--- src/rtl/serial_sub.sv ---
// serial_sub: bit-serial WIDTH-bit subtractor computing a - b, LSB first,
// one bit per clock through a single difference/borrow cell.
// Optional feature macro: SERIAL_SUB_OVF_EN adds a signed-overflow flag (ovf).
module serial_sub #(
  parameter int unsigned WIDTH = 8
) (
  input  logic             clk,
  input  logic             rst_n,
  input  logic             start,
  input  logic [WIDTH-1:0] a,
  input  logic [WIDTH-1:0] b,
  output logic             busy,
  output logic             done,
  output logic [WIDTH-1:0] diff,
`ifdef SERIAL_SUB_OVF_EN
  output logic             bout,
  output logic             ovf
`else
  output logic             bout
`endif
);

  localparam int unsigned CW = (WIDTH > 2) ? $clog2(WIDTH) : 1;
  localparam logic [CW-1:0] LAST_CNT = CW'(WIDTH - 1);

  typedef enum logic {
    IDLE = 1'b0,
    RUN  = 1'b1
  } state_t;

  state_t           state;
  state_t           state_next;
  logic [WIDTH-1:0] ra;
  logic [WIDTH-1:0] rb;
  logic [WIDTH-1:0] wd;
  logic             br;
  logic [CW-1:0]    cnt;

  logic             last_bit;
  logic             d_bit;
  logic             br_next;
  logic [WIDTH-1:0] wd_next;

`ifdef SERIAL_SUB_OVF_EN
  logic a_msb;
  logic b_msb;
`endif

  // Difference/borrow cell on the current LSBs plus the borrow flop
  always_comb begin
    d_bit    = ra[0] ^ rb[0] ^ br;
    br_next  = (~ra[0] & rb[0]) | (~(ra[0] ^ rb[0]) & br);
    wd_next  = WIDTH'({d_bit, wd} >> 1);
    last_bit = (cnt == LAST_CNT);
  end

  // State register
  always_ff @(posedge clk or negedge rst_n) begin
    if (!rst_n) begin
      state <= IDLE;
    end else begin
      state <= state_next;
    end
  end

  // Next-state logic: accept start only in IDLE, leave RUN after the MSB
  always_comb begin
    state_next = state;
    case (state)
      IDLE: if (start)    state_next = RUN;
      RUN:  if (last_bit) state_next = IDLE;
      default:            state_next = IDLE;
    endcase
  end

  // Datapath: operand capture, serial shift, result/flag update on completion
  always_ff @(posedge clk or negedge rst_n) begin
    if (!rst_n) begin
      ra    <= '0;
      rb    <= '0;
      wd    <= '0;
      br    <= 1'b0;
      cnt   <= '0;
      busy  <= 1'b0;
      done  <= 1'b0;
      diff  <= '0;
      bout  <= 1'b0;
`ifdef SERIAL_SUB_OVF_EN
      a_msb <= 1'b0;
      b_msb <= 1'b0;
      ovf   <= 1'b0;
`endif
    end else begin
      done <= 1'b0;
      busy <= (state_next == RUN);
      case (state)
        IDLE: begin
          if (start) begin
            ra    <= a;
            rb    <= b;
            br    <= 1'b0;
            cnt   <= '0;
`ifdef SERIAL_SUB_OVF_EN
            a_msb <= a[WIDTH-1];
            b_msb <= b[WIDTH-1];
`endif
          end
        end
        RUN: begin
          br  <= br_next;
          wd  <= wd_next;
          ra  <= ra >> 1;
          rb  <= rb >> 1;
          cnt <= cnt + CW'(1);
          if (last_bit) begin
            diff <= wd_next;
            bout <= br_next;
            done <= 1'b1;
`ifdef SERIAL_SUB_OVF_EN
            // The final d_bit is the result sign bit
            ovf  <= (a_msb ^ b_msb) & (a_msb ^ d_bit);
`endif
          end
        end
        default: ;
      endcase
    end
  end

endmodule

--- config.mk ---
export PLATFORM = sky130hd
export DESIGN_NAME = serial_sub
export DESIGN_NICKNAME = d
export VERILOG_FILES = /design/src/rtl/serial_sub.sv
export SDC_FILE = /design/constraint.sdc
export NUM_CORES = 1
export LEC_CHECK = 0
export ABC_CLOCK_PERIOD_IN_PS = 1300
export CAP_MARGIN = 15
export CORE_ASPECT_RATIO = 0.5
export CORE_MARGIN = 10
export CORE_UTILIZATION = 46
export DETAILED_ROUTE_END_ITERATION = 10
export GPL_TIMING_DRIVEN = 0
export PLACE_DENSITY = 0.74
export SYNTH_ARGS = -nofsm -noshare
export SYNTH_HDL_FRONTEND = slang
export SYNTH_SLANG_ARGS = --single-unit
--- constraint.sdc ---
create_clock -name clk -period 1.3 [get_ports clk]
set_input_delay 0.13 -clock clk [delete_from_list [all_inputs] [get_ports clk]]
set_output_delay 0.13 -clock clk [all_outputs]
set_load 0.01 [all_outputs]
==> results of run 1 <==
[path summary, 6_finish.rpt]
path                            slack, ns   from  cells after the start  endpoint
worst max-delay path               -0.006  rb[0]                      3   diff[7]
max in group asynchronous            0.32  rst_n                      2     wd[6]
worst max register to register     -0.006  rb[0]                      3   diff[7]
worst min register to register       0.48  ra[4]                      2     ra[3]
worst min-delay path                 0.08  start                      2        br
min in group asynchronous            0.47  rst_n                      2     ra[3]
[layer usage]
| metal | wire length (µm) | track usage, % | up-vias |
|---|---|---|---|
| met3 | 191 | 4.218 | 8 |
| met1 | 1395 | 11.53 | 499 |
| li1 | - | - | 503 |
| met5 | 0 | 0 | - |
| met2 | 1477 | 15.90 | 24 |
| met4 | 66 | 6.463 | 0 |
[cells by family (layout without fill, tap and decap cells)]
kind of cell | Yosys count | after routing
muxes | 34 | 34
buffers and inverters | 12 | 52
adders and majority gates | 3 | 3
DFF | 38 | 38
and+or+nand+nor | 20 | 21
AOI/OAI and AO/OA | 17 | 17
[metrics by stage]
stage / TNS [ns] / total power, mW / hold slack (ns) / instances
after floorplan: 0 / 3.380 / -0.1656 / 124
after global placement: -29.70 / 4.003 / 0.4042 / 203
after detailed placement: -0.5821 / 4.090 / 0.2761 / 203
after CTS: -0.006766 / 5.098 / 0.07135 / 215
after global routing: -0.1811 / 5.453 / 0.07158 / 216
final: -0.005956 / 5.061 / 0.08444 / 216
[cell usage in the layout, fill, tap and decap left out]
| master | instances |
|---|---|
| buf_8 | 1 |
| nand2_4 | 1 |
| dfrtp_1 | 38 |
| mux2_2 | 3 |
| o31ai_1 | 1 |
| a22o_1 | 2 |
| clkbuf_8 | 5 |
| clkinvlp_4 | 2 |
| mux2_4 | 12 |
| nand2_8 | 1 |
| fa_1 | 1 |
| inv_1 | 3 |
| nand2b_1 | 2 |
| ha_2 | 1 |
| nor2_1 | 2 |
| bufinv_16 | 1 |
| nor2_2 | 1 |
| mux2i_1 | 19 |
| nand2_1 | 14 |
| clkdlybuf4s50_1 | 16 |
| o21ai_0 | 14 |
| dlygate4sd2_1 | 11 |
| dlygate4sd3_1 | 1 |
| inv_2 | 2 |
| buf_4 | 3 |
| buf_6 | 3 |
| buf_2 | 3 |
| clkbuf_2 | 1 |
| ha_4 | 1 |
[power groups by stage]
stage               registers, mW  logic [mW]  clock network, mW
floorplan                    2.05        1.33                  0
global placement             2.01        1.99                  0
detailed placement           2.04        2.05                  0
CTS                          2.01        2.04               1.04
global route                 2.09        2.28               1.09
finish                       2.01        2.05               1.01
[state kept, by name, summed over array words and instances (netlist names)]
signal	cells
busy	1
rb	8
br	1
ra	8
done	1
diff	8
bout	1
wd	7
cnt	3
[area by class of cell]
cell class	count	area (µm²)	share of cell area, %
Inverter	5	18.77	0.8631
Tap cell	51	63.81	2.934
Buffer	7	63.81	2.934
Clock inverter	3	45.04	2.071
Clock buffer	5	68.82	3.165
Multi-Input combinational cell	75	669.4	30.78
Sequential cell	38	950.9	43.73
Timing Repair Buffer	32	294.0	13.52
[repair_timing]
action                     4_1_cts  5_1_grt
pin swaps                        1        1
gates resized for setup         14        1
setup endpoints to repair       20        9
cloned                           1        0
hold buffers                     1        0
setup buffers                    2        1
hold endpoints to repair        38        0
==> metrics.txt, run 1 <==
# TYPE chip_impl_metric gauge
chip_impl_metric{name="final_layout_size_suffix_gt1_share",unit="%"} 24.85
chip_impl_info{name="rsz0062_at_grt",value="true"} 1
chip_impl_metric{name="vias_in_the_first_global_route",unit=""} 1129
chip_impl_metric{name="cts.htree.levels",unit=""} 2
chip_impl_metric{name="grt_usage",unit="%"} 10.26
chip_impl_metric{name="finish.utilization",unit="%"} 62.63
chip_impl_metric{name="xor_and_xnor_fraction_of_the_mapped_netlist_area",unit="%"} 0
chip_impl_metric{name="rows",unit=""} 15
chip_impl_metric{name="synthesis.area",unit="µm²"} 1677
chip_impl_metric{name="post-route-period-util",unit="%"} 100.5
chip_impl_metric{name="critical_path.n_buffers_inverters",unit=""} 1
chip_impl_metric{name="drt_iter0_markers",unit=""} 52
chip_impl_info{name="worstSetupStartpointType",value="flop"} 1
chip_impl_metric{name="cellPowerDensity",unit="nW/µm²"} 2327
chip_impl_metric{name="grt_pass1_wl",unit="µm"} 5423
chip_impl_metric{name="internal_power",unit="mW"} 3.457
chip_impl_metric{name="switching_share",unit="%"} 31.69
chip_impl_metric{name="routed_wire_length_per_instance",unit="µm"} 14.49
chip_impl_metric{name="cts_buffers",unit=""} 5
chip_impl_metric{name="sequentialPowerShare",unit="%"} 39.6
chip_impl_metric{name="synth.distinct_cells",unit=""} 19
chip_impl_metric{name="syn_avg_cell_area",unit="µm²"} 13.52
chip_impl_metric{name="timing.final.setup_violations",unit=""} 1
chip_impl_metric{name="critPathMaxFanout",unit=""} 2
chip_impl_metric{name="combinationalPowerShare",unit="%"} 40.4
chip_impl_metric{name="final.min_clock_period",unit="ns"} 1.306
chip_impl_metric{name="crit_required",unit="ns"} 1.48
chip_impl_metric{name="dr.pass1.iters",unit=""} 4
chip_impl_metric{name="route.detailed.vias_per_inst",unit=""} 4.787
chip_impl_metric{name="globalRoute.totalOverflow",unit=""} 0
chip_impl_metric{name="antenna_cells_inserted",unit=""} 0
chip_impl_metric{name="die_h",unit="µm"} 62.69
chip_impl_metric{name="core_region_area",unit="µm²"} 3472
chip_impl_metric{name="clock_tree.buffer_depth",unit=""} 2
chip_impl_metric{name="clock_transition_time_at_the_flip_flop_clock_pins_of_the_worst_setup_and_hold_paths",unit="ns"} 0.08
chip_impl_metric{name="synthSimpleGateAreaFrac",unit="%"} 5.896
chip_impl_metric{name="synthAdderAreaFrac",unit="%"} 2.687
chip_impl_metric{name="ys_seq_elements",unit=""} 38
chip_impl_metric{name="netlist_instances",unit=""} 124
chip_impl_metric{name="worst_ir_drop_vdd",unit="mV"} 0.6937
chip_impl_info{name="synth_area_leader",value="dfrtp_1"} 1
chip_impl_info{name="most_frequently_used_flop_master_after_synthesis",value="dfrtp_1"} 1
chip_impl_metric{name="die_w",unit="µm"} 105.4
chip_impl_metric{name="detailed_place.area",unit="µm²"} 2018
chip_impl_metric{name="timing.fmax",unit="GHz"} 0.7657
chip_impl_metric{name="clock_sink_count",unit=""} 38
chip_impl_metric{name="synth.yosys.seq_area_share",unit="%"} 56.72
chip_impl_metric{name="synth.yosys.warnings",unit=""} 0
chip_impl_metric{name="routed_wl",unit="µm"} 3130
chip_impl_metric{name="io_buffers",unit=""} 28
chip_impl_metric{name="place_ws",unit="ns"} -0.07588
chip_impl_metric{name="synth-edff-count",unit=""} 0
chip_impl_info{name="synth_top_family_by_area",value="multiplexers"} 1
chip_impl_metric{name="dp.final_hpwl",unit="µm"} 2174
chip_impl_metric{name="synth_mux_area_share",unit="%"} 24.10
chip_impl_metric{name="detail-route-antenna-nets",unit=""} 0
chip_impl_metric{name="worst_stage_delay_on_the_critical_path",unit="ns"} 0.50
chip_impl_metric{name="worst-slew-pin-transition",unit="ns"} 0.8231
chip_impl_info{name="violations",value="negative setup slack"} 1
chip_impl_info{name="library_cell_with_the_highest_instance_count_after_synthesis",value="dfrtp_1"} 1
chip_impl_info{name="clock-root-buffer",value="clkbuf_8"} 1
chip_impl_info{name="cts_tree",value="built"} 1
chip_impl_metric{name="worst_clock_skew",unit="ns"} 0.01066
chip_impl_metric{name="initial_antenna_violation_count",unit=""} 0
chip_impl_metric{name="synth_largest_type_area_fraction",unit="%"} 56.72
chip_impl_info{name="path_delay_family",value="adder cells"} 1
chip_impl_info{name="path_cells",value="inv_2 > fa_1 > mux2_4"} 1
chip_impl_info{name="critPathSlowestCell",value="fa_1"} 1
chip_impl_metric{name="timing.final.max_slew_violations",unit=""} 0
chip_impl_metric{name="worst-endpoint-arrival",unit="ns"} 1.49
chip_impl_metric{name="cap_violations",unit=""} 0
chip_impl_metric{name="async_reset_ff_share",unit="%"} 100.0
chip_impl_metric{name="net-switching-power",unit="mW"} 1.604
chip_impl_metric{name="power.clock.fraction",unit="%"} 19.9
chip_impl_metric{name="clkLatencyLatePin",unit="ns"} 0.30
chip_impl_metric{name="area_grow_syn2layout",unit="%"} 29.70
chip_impl_info{name="critPathCaptureType",value="flop"} 1
chip_impl_metric{name="detail_route.drc_violations",unit=""} 0
chip_impl_metric{name="static_leakage",unit="nW"} 1.065
chip_impl_metric{name="die_area",unit="µm²"} 6606
chip_impl_metric{name="timing.max_slew.rel_slack",unit="%"} 45.13
chip_impl_metric{name="finalWeightedCongestion",unit=""} 0.6755
chip_impl_info{name="synthTopCellsByCount",value="dfrtp_1, mux2i_1, nand2_1, o21ai_0, mux2_4"} 1
chip_impl_info{name="run_status",value="finished with violations"} 1
chip_impl_info{name="worst_hold_path_type",value="in2reg"} 1
chip_impl_metric{name="grt_max_degree",unit=""} 39
chip_impl_info{name="synth.top_cells.by_area",value="dfrtp_1, mux2i_1, mux2_4"} 1
chip_impl_metric{name="finalInstanceArea",unit="µm²"} 2175
chip_impl_metric{name="timing.final.ws_setup",unit="ns"} -0.005956
chip_impl_metric{name="finalNetCount",unit=""} 186
chip_impl_metric{name="ports_placed_on_the_boundary",unit=""} 30
chip_impl_metric{name="detailroute.via_count",unit=""} 1034
chip_impl_metric{name="synth-compound-area-share",unit="%"} 5.672
chip_impl_metric{name="initial_standard_cell_utilization_of_the_core",unit="%"} 48.29
chip_impl_metric{name="synth_fp_nets",unit=""} 146
chip_impl_metric{name="final-hold-violation-count",unit=""} 0
chip_impl_info{name="criticalPathCategory",value="reg2reg"} 1
chip_impl_metric{name="fillerInstances",unit=""} 290
(Power assumes the default switching activity.)
==> run 2, diff against run 1 <==
- CORE_UTILIZATION: 46 -> 48
- CTS_BUF_LIST: not set -> sky130_fd_sc_hd__clkbuf_4 sky130_fd_sc_hd__clkbuf_8
- PLACE_DENSITY: 0.74 -> 0.77
- SKIP_CTS_REPAIR_TIMING: not set -> 1
==> metrics.txt, run 2 (same netlist as run 1, synthesis figures left out) <==
# TYPE chip_impl_metric gauge
chip_impl_metric{name="final_layout_size_suffix_gt1_share",unit="%"} 25.15
chip_impl_metric{name="post-layout-total-power",unit="mW"} 5.012
chip_impl_metric{name="worst-endpoint-arrival",unit="ns"} 1.55
chip_impl_metric{name="clock_sink_count",unit=""} 38
chip_impl_metric{name="critPathMaxFanout",unit=""} 5
chip_impl_metric{name="globalRoute.totalOverflow",unit=""} 0
chip_impl_metric{name="timing.final.ws_setup",unit="ns"} -0.07501
chip_impl_metric{name="drt_iter0_markers",unit=""} 40
chip_impl_metric{name="routed_wl",unit="µm"} 3049
chip_impl_info{name="clock-root-buffer",value="clkbuf_8"} 1
chip_impl_metric{name="finalInstanceArea",unit="µm²"} 2225
chip_impl_metric{name="final-hold-violation-count",unit=""} 0
chip_impl_metric{name="worst_clock_skew",unit="ns"} 0.006681
chip_impl_metric{name="cap_violations",unit=""} 0
chip_impl_metric{name="rows",unit=""} 15
chip_impl_metric{name="initial_antenna_violation_count",unit=""} 0
chip_impl_info{name="mostFrequentLayoutCell",value="dfrtp_1"} 1
chip_impl_metric{name="clkLatencyLatePin",unit="ns"} 0.29
chip_impl_metric{name="core_region_area",unit="µm²"} 3397
chip_impl_metric{name="worst_ir_drop_vdd",unit="mV"} 0.9206
chip_impl_metric{name="dr.pass1.iters",unit=""} 4
chip_impl_metric{name="finalNetCount",unit=""} 188
chip_impl_info{name="worst_hold_path_type",value="in2reg"} 1
chip_impl_metric{name="initial_standard_cell_utilization_of_the_core",unit="%"} 49.36
chip_impl_metric{name="timing.fmax",unit="GHz"} 0.7273
chip_impl_metric{name="cts.htree.levels",unit=""} 2
chip_impl_metric{name="r2r.worst_path.cells",unit=""} 5
chip_impl_info{name="biggestRegsByFlops",value="diff: 8 flops, ra: 8 flops, rb: 8 flops"} 1
chip_impl_metric{name="grt_usage",unit="%"} 9.495
chip_impl_metric{name="timing.final.max_slew_violations",unit=""} 0
chip_impl_info{name="rsz0062_at_grt",value="true"} 1
chip_impl_metric{name="worst-slew-pin-transition",unit="ns"} 0.8105
chip_impl_metric{name="final.min_clock_period",unit="ns"} 1.375
chip_impl_metric{name="grt_max_degree",unit=""} 39
chip_impl_metric{name="detail-route-antenna-nets",unit=""} 0
chip_impl_metric{name="clock_transition_time_at_the_flip_flop_clock_pins_of_the_worst_setup_and_hold_paths",unit="ns"} 0.07
chip_impl_info{name="run_status",value="finished with violations"} 1
chip_impl_metric{name="timing.max_slew.rel_slack",unit="%"} 45.97
chip_impl_info{name="violations",value="negative setup slack"} 1
chip_impl_metric{name="die_area",unit="µm²"} 6400
chip_impl_info{name="leading_cell_types_in_the_layout_fill_and_taps_excluded",value="dfrtp_1, mux2i_1, clkdlybuf4s50_1"} 1
chip_impl_metric{name="cellPowerDensity",unit="nW/µm²"} 2253
chip_impl_metric{name="io_buffers",unit=""} 28
chip_impl_metric{name="antenna_cells_inserted",unit=""} 0
chip_impl_metric{name="detail_route.drc_violations",unit=""} 0
chip_impl_metric{name="finalWeightedCongestion",unit=""} 0.7358
chip_impl_metric{name="timing.final.setup_violations",unit=""} 9
chip_impl_metric{name="place_ws",unit="ns"} -0.05655
chip_impl_metric{name="route.detailed.vias_per_inst",unit=""} 4.757
chip_impl_info{name="cts_tree",value="built"} 1
chip_impl_metric{name="detailroute.via_count",unit=""} 1037
chip_impl_metric{name="routed_wire_length_per_instance",unit="µm"} 13.99
chip_impl_metric{name="clock_tree.buffer_depth",unit=""} 2
chip_impl_metric{name="grt_pass1_wl",unit="µm"} 4843
chip_impl_metric{name="detailed_place.area",unit="µm²"} 2018
chip_impl_metric{name="area_grow_syn2layout",unit="%"} 32.69
chip_impl_metric{name="die_h",unit="µm"} 61.79
chip_impl_metric{name="static_leakage",unit="nW"} 1.181
chip_impl_info{name="worstSetupStartpointType",value="flop"} 1
chip_impl_metric{name="post-route-period-util",unit="%"} 105.8
chip_impl_metric{name="crit_required",unit="ns"} 1.48
chip_impl_metric{name="dp.final_hpwl",unit="µm"} 2032
chip_impl_metric{name="finalHoldWorstSlack",unit="ns"} 0.1054
chip_impl_metric{name="die_w",unit="µm"} 103.6
chip_impl_metric{name="cts_buffers",unit=""} 5
chip_impl_metric{name="hold-path-cell-count",unit=""} 2
chip_impl_info{name="criticalPathCategory",value="reg2reg"} 1
chip_impl_info{name="critPathCaptureType",value="flop"} 1
chip_impl_metric{name="ports_placed_on_the_boundary",unit=""} 30
chip_impl_metric{name="vias_in_the_first_global_route",unit=""} 1057
## run 2: cell count changes in the layout (fill, tap and decap cells not counted)
cell and delta:
buf_12 +1, buf_4 +1, buf_6 +1, bufinv_16 -1, clkbuf_4 +1, clkbuf_8 +1, clkinv_2 +1, clkinvlp_4 -2
dlygate4sd2_1 -11, dlymetal6s2s_1 +11, inv_1 +1, inv_2 -1, nand2_4 -1
## run 2: final timing paths
path / slack (ns) / to / start
setup / recovery: -0.08 / diff[6] / cnt[1]
hold / removal: 0.11 / br / start
setup reg to reg: -0.08 / diff[6] / cnt[1]
hold reg to reg: 0.49 / ra[6] / ra[7]
max in group asynchronous: 0.31 / ra[7] / rst_n
min in group asynchronous: 0.47 / diff[0] / rst_n
## run 2: through the flow
stage | instances | utilization, % | TNS [ns]
2_1_floorplan | 124 | - | 0
3_3_place_gp | 203 | 59.56 | -29.48
3_5_place_dp | 203 | 59.41 | -0.4382
4_1_cts | 211 | 62.21 | -0.8189
5_1_grt | 218 | 65.49 | -0.7459
6_report | 218 | 65.49 | -0.4836
## run 2: worst max-delay path, stage by stage (launching register included)
cell,delay [ns]
dfrtp_1,0.39
ha_2,0.20
ha_4,0.18
nand2_8,0.08
buf_6,0.13
mux2_4,0.29
## run 2: layout make-up
type / count / area (µm²)
fill: 261 / 1172
sequential: 38 / 950.9
multi-input combinational: 74 / 658.1
timing repair buffer: 35 / 374.1
clock buffer: 7 / 90.09
buffer: 7 / 63.81
tap: 51 / 63.81
inverter: 5 / 18.77
clock inverter: 1 / 5.005
## run 2: routing by layer
layer | up-vias | GRT usage (%) | part of all wire [%]
li1 | 505 | - | -
met1 | 506 | 10.78 | 49
met2 | 20 | 15.41 | 47
met3 | 6 | 3.292 | 3.3
met4 | 0 | 6.574 | 1.4
met5 | - | 0 | 0
## run 2: power by group
part           switching, mW  internal, mW  total, mW
Sequential             0.296          1.71       2.01
Combinational          0.858          1.29       2.15
Clock                  0.401         0.449      0.849
